==> src/rtl/seg_pkg.sv <==
// seg_pkg: seven-segment encoding shared by the display driver and the scan receiver.
// Patterns are {g,f,e,d,c,b,a}, active-high.
package seg_pkg;

    localparam int DIGITS = 8;

    localparam logic [6:0] SEG_0 = 7'h3F;
    localparam logic [6:0] SEG_1 = 7'h06;
    localparam logic [6:0] SEG_2 = 7'h5B;
    localparam logic [6:0] SEG_3 = 7'h4F;
    localparam logic [6:0] SEG_4 = 7'h66;
    localparam logic [6:0] SEG_5 = 7'h6D;
    localparam logic [6:0] SEG_6 = 7'h7D;
    localparam logic [6:0] SEG_7 = 7'h07;
    localparam logic [6:0] SEG_8 = 7'h7F;
    localparam logic [6:0] SEG_9 = 7'h6F;
    localparam logic [6:0] SEG_A = 7'h77;
    localparam logic [6:0] SEG_B = 7'h7C;
    localparam logic [6:0] SEG_C = 7'h39;
    localparam logic [6:0] SEG_D = 7'h5E;
    localparam logic [6:0] SEG_E = 7'h79;
    localparam logic [6:0] SEG_F = 7'h71;

    typedef enum logic {SYNC, COLLECT} state_t;

endpackage

==> src/rtl/seg_hex_decode.sv <==
// seg_hex_decode: maps an active-high {g..a} pattern back to its hex nibble.
// o_valid is low for any pattern outside the sixteen hex glyphs.
module seg_hex_decode
    import seg_pkg::*;
(
    input  logic [6:0] i_seg,
    output logic [3:0] o_nib,
    output logic       o_valid
);

    // Pattern lookup; unknown glyphs flag invalid and decode as 0.
    always_comb begin
        o_nib   = 4'h0;
        o_valid = 1'b1;
        case (i_seg)
            SEG_0:   o_nib = 4'h0;
            SEG_1:   o_nib = 4'h1;
            SEG_2:   o_nib = 4'h2;
            SEG_3:   o_nib = 4'h3;
            SEG_4:   o_nib = 4'h4;
            SEG_5:   o_nib = 4'h5;
            SEG_6:   o_nib = 4'h6;
            SEG_7:   o_nib = 4'h7;
            SEG_8:   o_nib = 4'h8;
            SEG_9:   o_nib = 4'h9;
            SEG_A:   o_nib = 4'hA;
            SEG_B:   o_nib = 4'hB;
            SEG_C:   o_nib = 4'hC;
            SEG_D:   o_nib = 4'hD;
            SEG_E:   o_nib = 4'hE;
            SEG_F:   o_nib = 4'hF;
            default: o_valid = 1'b0;
        endcase
    end

endmodule

==> src/rtl/seg_scan_rx.sv <==
// seg_scan_rx: loopback monitor for the 8-digit multiplexed seven-segment scan.
// Reconstructs the displayed 32-bit word and pulses data_valid once per clean,
// in-order frame (digits 0..7); frame_err pulses when a frame is discarded.
// Optional macro SEG_DP_CAPTURE_EN adds capture of the decimal points on dp_out.
module seg_scan_rx
    import seg_pkg::*;
#(
    parameter int STABLE_CYCLES  = 4,
    parameter bit SEG_ACTIVE_LOW = 1'b1
)
(
    input  logic        clk,
    input  logic        rst,
    input  logic [2:0]  which,
    input  logic [7:0]  seg,
    output logic [31:0] data_out,
    output logic        data_valid,
    output logic        frame_err,
    output logic        changed
`ifdef SEG_DP_CAPTURE_EN
    ,
    output logic [7:0]  dp_out
`endif
);

    localparam logic [7:0] STAB_TARGET = 8'(STABLE_CYCLES);

    logic [2:0]  r_which_q;
    logic [7:0]  r_seg_q;
    logic [7:0]  r_stab;
    state_t      r_state;
    logic [2:0]  r_expect;
    logic [31:0] r_shadow;
    logic        r_bad;
    logic [31:0] r_data_out;
    logic        r_valid;
    logic        r_ferr;
    logic        r_changed;

    logic        w_accept;
    logic [6:0]  w_seg7;
    logic [3:0]  w_nib;
    logic        w_dec_valid;
    logic        w_in_order;
    state_t      w_state_nxt;
    logic [2:0]  w_expect_nxt;
    logic [31:0] w_shadow_nxt;
    logic        w_bad_nxt;
    logic [31:0] w_word_nxt;
    logic        w_valid_nxt;
    logic        w_ferr_nxt;
    logic        w_changed_nxt;

`ifdef SEG_DP_CAPTURE_EN
    logic [7:0]  r_dp_sh;
    logic [7:0]  r_dp_out;
    logic [7:0]  w_dp_sh_nxt;
    logic [7:0]  w_dp_out_nxt;
    logic        w_dp_n;

    assign w_dp_n = r_seg_q[7] ^ SEG_ACTIVE_LOW;
    assign dp_out = r_dp_out;
`endif

    // Sample the scan once and count how long the current sample has held.
    // The count tracks the age of which_q/seg_q so an accept lands exactly
    // STABLE_CYCLES cycles after the inputs settle.
    always_ff @(posedge clk or negedge rst) begin
        if (!rst) begin
            r_which_q <= 3'd0;
            r_seg_q   <= 8'd0;
            r_stab    <= 8'd0;
        end else begin
            r_which_q <= which;
            r_seg_q   <= seg;
            if ({which, seg} != {r_which_q, r_seg_q})
                r_stab <= 8'd1;
            else if (r_stab != 8'hFF)
                r_stab <= r_stab + 8'd1;
        end
    end

    assign w_accept = (r_stab == STAB_TARGET);
    assign w_seg7   = SEG_ACTIVE_LOW ? ~r_seg_q[6:0] : r_seg_q[6:0];

    seg_hex_decode u_dec (
        .i_seg   (w_seg7),
        .o_nib   (w_nib),
        .o_valid (w_dec_valid)
    );

    // Frame FSM: next state, shadow word assembly and frame-end outputs.
    always_comb begin
        w_state_nxt   = r_state;
        w_expect_nxt  = r_expect;
        w_shadow_nxt  = r_shadow;
        w_bad_nxt     = r_bad;
        w_word_nxt    = r_data_out;
        w_valid_nxt   = 1'b0;
        w_ferr_nxt    = 1'b0;
        w_changed_nxt = r_changed;
        w_in_order    = (r_state == COLLECT) && (r_which_q == r_expect);
`ifdef SEG_DP_CAPTURE_EN
        w_dp_sh_nxt   = r_dp_sh;
        w_dp_out_nxt  = r_dp_out;
`endif
        if (w_accept) begin
            // Out-of-order digit while collecting: drop the partial frame.
            if ((r_state == COLLECT) && !w_in_order) begin
                w_ferr_nxt   = 1'b1;
                w_shadow_nxt = 32'd0;
                w_state_nxt  = SYNC;
`ifdef SEG_DP_CAPTURE_EN
                w_dp_sh_nxt  = 8'd0;
`endif
            end
            // Digit 0 always (re)starts a frame; otherwise only in-order digits store.
            if (w_in_order || (r_which_q == 3'd0)) begin
                for (int i = 0; i < DIGITS; i++) begin
                    if (r_which_q == 3'(i)) begin
                        w_shadow_nxt[4*i +: 4] = w_nib;
`ifdef SEG_DP_CAPTURE_EN
                        w_dp_sh_nxt[i] = w_dp_n;
`endif
                    end
                end
                w_bad_nxt    = ((r_which_q == 3'd0) ? 1'b0 : r_bad) | ~w_dec_valid;
                w_expect_nxt = r_which_q + 3'd1;
                w_state_nxt  = COLLECT;
                if (r_which_q == 3'd7) begin
                    if (w_bad_nxt) begin
                        w_ferr_nxt = 1'b1;
                    end else begin
                        w_valid_nxt   = 1'b1;
                        w_word_nxt    = w_shadow_nxt;
                        w_changed_nxt = (w_shadow_nxt != r_data_out);
`ifdef SEG_DP_CAPTURE_EN
                        w_changed_nxt = w_changed_nxt | (w_dp_sh_nxt != r_dp_out);
                        w_dp_out_nxt  = w_dp_sh_nxt;
`endif
                    end
                end
            end
        end
    end

    // Frame FSM and output registers.
    always_ff @(posedge clk or negedge rst) begin
        if (!rst) begin
            r_state    <= SYNC;
            r_expect   <= 3'd0;
            r_shadow   <= 32'd0;
            r_bad      <= 1'b0;
            r_data_out <= 32'd0;
            r_valid    <= 1'b0;
            r_ferr     <= 1'b0;
            r_changed  <= 1'b0;
`ifdef SEG_DP_CAPTURE_EN
            r_dp_sh    <= 8'd0;
            r_dp_out   <= 8'd0;
`endif
        end else begin
            r_state    <= w_state_nxt;
            r_expect   <= w_expect_nxt;
            r_shadow   <= w_shadow_nxt;
            r_bad      <= w_bad_nxt;
            r_data_out <= w_word_nxt;
            r_valid    <= w_valid_nxt;
            r_ferr     <= w_ferr_nxt;
            r_changed  <= w_changed_nxt;
`ifdef SEG_DP_CAPTURE_EN
            r_dp_sh    <= w_dp_sh_nxt;
            r_dp_out   <= w_dp_out_nxt;
`endif
        end
    end

    assign data_out   = r_data_out;
    assign data_valid = r_valid;
    assign frame_err  = r_ferr;
    assign changed    = r_changed;

endmodule

==> config.mk <==
export PLATFORM = sky130hd
export DESIGN_NAME = seg_scan_rx
export DESIGN_NICKNAME = d
export VERILOG_FILES = /design/src/rtl/seg_pkg.sv /design/src/rtl/seg_hex_decode.sv /design/src/rtl/seg_scan_rx.sv
export SDC_FILE = /design/constraint.sdc
export NUM_CORES = 1
export LEC_CHECK = 0
export ABC_AREA = 1
export CORE_ASPECT_RATIO = 0.7
export CORE_MARGIN = 2
export CORE_UTILIZATION = 55
export CTS_CLUSTER_SIZE = 40
export DETAILED_ROUTE_END_ITERATION = 10
export PLACE_DENSITY_LB_ADDON = 0.12
export RECOVER_POWER = 100
export SYNTH_ARGS = -nofsm -noshare
export SYNTH_HDL_FRONTEND = slang
export SYNTH_SLANG_ARGS = --single-unit
==> constraint.sdc <==
create_clock -name clk -period 3.5 [get_ports clk]
set_input_delay 1.05 -clock clk [delete_from_list [all_inputs] [get_ports clk]]
set_output_delay 1.05 -clock clk [all_outputs]
set_load 0.01 [all_outputs]
==> results of run 1 <==
## area by class of cell
class                           count  area [sq um]
Clock buffer                        9           225
Clock inverter                      7          91.3
Fill cell                         850          3360
Inverter                           70           263
Multi-Input combinational cell    566          2710
Sequential cell                    91          2280
Tap cell                          128           160
Timing Repair Buffer               53           520
## worst paths after layout
check,start,endpoint,slack (ns),depth (start not counted)
max in group asynchronous,rst,r_shadow[15],0.85,2
min in group asynchronous,rst,data_out[2],0.92,1
setup / recovery,r_seg_q[3],data_out[15],0.64,11
hold / removal,r_shadow[3],r_shadow[3],0.49,2
setup reg to reg,r_seg_q[3],data_out[15],0.64,11
hold reg to reg,r_shadow[3],r_shadow[3],0.49,2
## flip-flops by register name, indices dropped and copies added, names as in the netlist
register,flops
r_seg_q,8
data_valid,1
frame_err,1
data_out,32
r_state,1
r_stab,8
r_shadow,32
r_which_q,3
r_expect,3
changed,1
r_bad,1
## critical path, cell delays in order (launching register included)
cell and delay (ns):
dfrtp_1 0.44, inv_1 0.13, nor2_1 0.07, nand2_1 0.08
nand2_1 0.08, a21oi_2 0.64, nand4_1 0.20, nand2_1 0.15
inv_1 0.06, nand2_1 0.47, buf_12 0.30, o21ai_0 0.11
## cells by family after synthesis
kind of cell / share of synthesized area
AND/OR/NAND/NOR: 0.341
flip-flops: 0.421
adder cells (fa/ha/maj): 0.0185
XOR/XNOR: 0.0194
AO/OA/AOI/OAI: 0.124
buffers and inverters: 0.0752
## power by group
group | internal (mW) | total [mW] | switching [mW]
clock | 0.624 | 1.05 | 0.423
combinational | 0.0555 | 0.182 | 0.126
sequential | 1.06 | 1.07 | 0.0113
## metal layers
| layer | wire length (microns) | up-vias | track usage |
|---|---|---|---|
| met5 | 0 | - | 0 |
| met4 | 315 | 0 | 0.112 |
| met3 | 1140 | 34 | 0.0825 |
| met2 | 6040 | 205 | 0.436 |
| met1 | 6240 | 2368 | 0.375 |
| li1 | - | 2519 | - |
## cells in the final DEF, fill, tap and decap left out, types with 4 or more instances in the layout
cell type	instances
o21ai_0	59
a21oi_1	19
dlygate4sd3_1	46
nand4_1	5
nor2_4	4
a22o_1	15
buf_4	4
dfrtp_1	91
nand2_2	6
nand3_1	67
o22a_1	13
xor2_1	7
nor3_1	5
inv_1	62
nand3b_1	9
xnor2_1	5
clkbuf_16	9
nand2_1	288
ha_1	8
nor2_1	44
inv_2	8
==> impl_metrics.json, run 1 <==
{
  "grt_max_degree": 47,
  "fin_cells": 924,
  "clock_skew_ns": 0.00677,
  "final_core_util": 0.651,
  "routed_wl_microns": 13700,
  "async_flop_share": 1.00,
  "wl_per_cell_microns": 14.9,
  "cts_buffers": 9,
  "rows": 30,
  "setup.worst_path.start_class": "register",
  "grt_setup_unrepaired": "no",
  "power_mw": 2.30,
  "synth_warnings": 0,
  "clk_pin_slew_worst_paths_ns": 0.06,
  "drc": 0,
  "areaGrowthSynthToFinish_pct": 15.6,
  "drv_cap": 0,
  "postCtsSetupBuffers": 0,
  "fmax_mhz": 350,
  "leakagePower_nw": 3.15,
  "drt_iter0_drc": 415,
  "holdWs_ns": 0.492,
  "peakVddDrop_mv": 0.256,
  "grt_use_total": 0.282,
  "grt_pass1_wl_microns": 23300,
  "worst_setup_path_end_kind": "register",
  "clk_latency_ns": 0.35,
  "htreeDepth": 3,
  "slew_headroom": 0.230,
  "post_cts_resized": 0,
  "synth.distinct_cells": 29,
  "finalCriticalPeriod_ns": 2.86,
  "syn_inst": 750,
  "synth_top_area_frac": 0.421,
  "cts_buffer_depth": 2,
  "ant_nets": 0,
  "die_area_sq_mm": 0.0107,
  "nNetsFinal": 812,
  "final_area_sq_mm": 0.00625,
  "placed_cells": 908,
  "cts_tree": "built",
  "finalHoldViolations": 0,
  "cts-hold-fix-buffers": 0,
  "cp.required_ns": 3.73,
  "yosysTopAreaCell": "dfrtp_1",
  "setup_slack_ns": 0.645,
  "post-dp-hpwl_microns": 9090,
  "initial_core_util": 0.563,
  "synthTopCellsByArea": "dfrtp_1 (42%), nand2_1 (20%), nand3_1 (6.2%), o21ai_0 (4.9%), inv_1 (4.2%)",
  "ys_top_cells_by_count": "nand2_1 (284), dfrtp_1 (91), nand3_1 (67), inv_1 (60), o21ai_0 (53)",
  "drive_gt1_frac": 0.0590,
  "powerDensity_mw_per_mm2": 368,
  "critPathMaxFanout": 44,
  "dieWidth_microns": 123,
  "antenna_found_initial": 0,
  "syn_nets": 771,
  "synth-edff-count": 0,
  "port_buffers": 47,
  "ys_seq_area_frac": 0.421,
  "ios": 48,
  "gp_congestion": 0.915,
  "viasPerCell": 5.55,
  "timing.setup.tns_ns": 0,
  "place_area_sq_mm": 0.00596,
  "clock_tree.root_cell": "clkbuf_16",
  "hold_path_class": "register to register",
  "synth-seq-cells": 91,
  "path_class": "register to register",
  "avgSynthCellArea_sq_um": 7.21,
  "core_area_sq_mm": 0.00961,
  "setup_violations": 0,
  "n_antenna_cell": 0,
  "overflow": 0,
  "arrival_ns": 3.08,
  "tightest_slew_ns": 1.16,
  "die_y_microns": 87.0,
  "post-place-ws_ns": 0.728,
  "syn_area_sq_mm": 0.00541,
  "synthFlopType": "dfrtp_1",
  "slew_violations": 0,
  "synth_most_common_cell": "nand2_1",
  "outcome": "finished, final reports clean",
  "timing.final.crit_share": 0.816,
  "clock_sinks": 91,
  "grt_pass1_vias": 4888,
  "dr.pass1.iters": 5,
  "routed-via-count": 5126
}
Note: power is estimated with default switching activity, not from simulation.
==> run 2: changes to the inputs <==
clock period = 2.9 ns   (was 3.5 ns; I/O delays follow)
==> impl_metrics.json, run 2 (synthesis results as in run 1) <==
{
  "grt_max_degree": 66,
  "viasPerCell": 5.60,
  "post_cts_resized": 0,
  "grt_use_total": 0.273,
  "outcome": "finished, final reports clean",
  "placed_cells": 914,
  "die_y_microns": 87.0,
  "grt_pass1_vias": 4668,
  "setup.worst_path.start_class": "register",
  "routed-via-count": 5211,
  "wl_per_cell_microns": 14.8,
  "clock_skew_ns": 0.00813,
  "timing.rr.end": "data_out[19]",
  "routed_wl_microns": 13800,
  "fin_cells": 930,
  "cp_slowest_cell": "a21oi_1",
  "finalCriticalPeriod_ns": 2.62,
  "slew_violations": 0,
  "setup_slack_ns": 0.280,
  "htreeDepth": 3,
  "fillCellCount": 863,
  "leakagePower_nw": 3.16,
  "setup_violations": 0,
  "tightest_slew_ns": 1.18,
  "fmax_mhz": 382,
  "grt_setup_unrepaired": "no",
  "final_cell_mix": "nand2_1 (284), dfrtp_1 (91), nand3_1 (67)",
  "nNetsFinal": 818,
  "drv_cap": 0,
  "core_area_sq_mm": 0.00961,
  "timing.setup.tns_ns": 0,
  "gp_congestion": 0.846,
  "clk_latency_ns": 0.35,
  "slew_headroom": 0.212,
  "timing.final.crit_share": 0.903,
  "ios": 48,
  "port_buffers": 47,
  "post-dp-hpwl_microns": 9540,
  "crit_buf_inv": 4,
  "max_stage_delay_ns": 0.54,
  "hold_start": "r_shadow[0]",
  "cts_tree": "built",
  "powerDensity_mw_per_mm2": 419,
  "antenna_found_initial": 0,
  "overflow": 0,
  "drive_gt1_frac": 0.0661,
  "cts_buffers": 9,
  "reg2reg_from": "r_seg_q[3]",
  "n_antenna_cell": 0,
  "dr.pass1.iters": 6,
  "crit_path_frequent_cell": "nand2_1",
  "postCtsSetupBuffers": 0,
  "rows": 30,
  "clock_tree.root_cell": "clkbuf_16",
  "crit_path_cell_trace": "inv_1 > nor2_1 > nand2_1 > nand2_1 > a21oi_1 > buf_4 > nand4_1 > nand2_1 > inv_1 > nand2_1 > buf_12 > o21ai_0",
  "arrival_ns": 2.83,
  "ant_nets": 0,
  "cp.required_ns": 3.11,
  "critical_path_depth": 12,
  "drt_iter0_drc": 411,
  "final_common_cell": "nand2_1",
  "min_to": "r_shadow[0]",
  "cts_buffer_depth": 2,
  "critPathMaxFanout": 65,
  "initial_core_util": 0.563,
  "areaGrowthSynthToFinish_pct": 16.2,
  "cts-hold-fix-buffers": 0,
  "clk_pin_slew_worst_paths_ns": 0.06,
  "finalHoldViolations": 0,
  "path_class": "register to register",
  "peakVddDrop_mv": 0.342,
  "clock_sinks": 91,
  "post-place-ws_ns": 0.268,
  "drc": 0,
  "worst_setup_path_end_kind": "register",
  "hold_path_class": "register to register",
  "holdPathStages": 2,
  "grt_pass1_wl_microns": 22600,
  "dieWidth_microns": 123,
  "r2r_slack_ns": 0.28,
  "die_area_sq_mm": 0.0107,
  "reg2reg_depth": 12,
  "cp_top_family": "buffers and inverters"
}
==> run 2: worst max-delay path by stage <==
stage	start	to	slack, ns
global placement	seg[6]	r_stab[1]	0.37
floorplan	r_stab[0]	data_out[24]	0.96
detailed placement	which[1]	r_stab[1]	0.27
finish	r_seg_q[3]	data_out[19]	0.28
global route	r_which_q[2]	changed	0.13
CTS	r_which_q[2]	changed	0.42
==> run 2: final cells by class <==
cell class / instances / area (sq um) / area share
clock buffers: 14 / 264 / 0.0420
clock inverters: 2 / 10.0 / 0.00159
inverters: 70 / 263 / 0.0418
multi-input cells: 566 / 2720 / 0.433
flip-flops and latches: 91 / 2280 / 0.362
well taps: 128 / 160 / 0.0255
repair buffers: 59 / 591 / 0.0940
==> run 2: power breakdown <==
part           total [mW]  internal (mW)  leakage, nW  switching, mW
clock                1.12          0.627        0.137          0.495
combinational       0.223         0.0716         1.79          0.152
sequential           1.29           1.28         1.24         0.0145
==> run 2: per-stage QoR <==
step / utilization / hold WS [ns] / cell area, sq um / total power, mW
finish: 0.654 / 0.502 / 6280 / 2.64
global route: 0.654 / 0.519 / 6280 / 2.73
CTS: 0.655 / 0.498 / 6300 / 2.65
detailed placement: 0.627 / 0.483 / 6020 / 1.54
global placement: 0.627 / 0.469 / 6020 / 1.53
floorplan: - / 0.453 / 5410 / 1.45
==> run 2: per-layer routing <==
metal | up-vias | global-route usage | routed length, microns
met2 | 207 | 0.416 | 6070
met3 | 22 | 0.0746 | 1140
met4 | 0 | 0.0690 | 172
met1 | 2450 | 0.387 | 6410
met5 | - | 0 | 0
li1 | 2532 | - | -
==> run 2: tightest hold or removal path: cells and delay by family, from the launching register on <==
family / cells / cell delay [ns]
AOI/OAI and AO/OA: 1 / 0.06
and+or+nand+nor: 1 / 0.05
DFF: 1 / 0.35
==> run 3: changes to the inputs <==
SETUP_SLACK_MARGIN = 0.1   (was default)
==> results of run 3 <==
No change in the layout: final DEF, timing and power equal those of run 2.
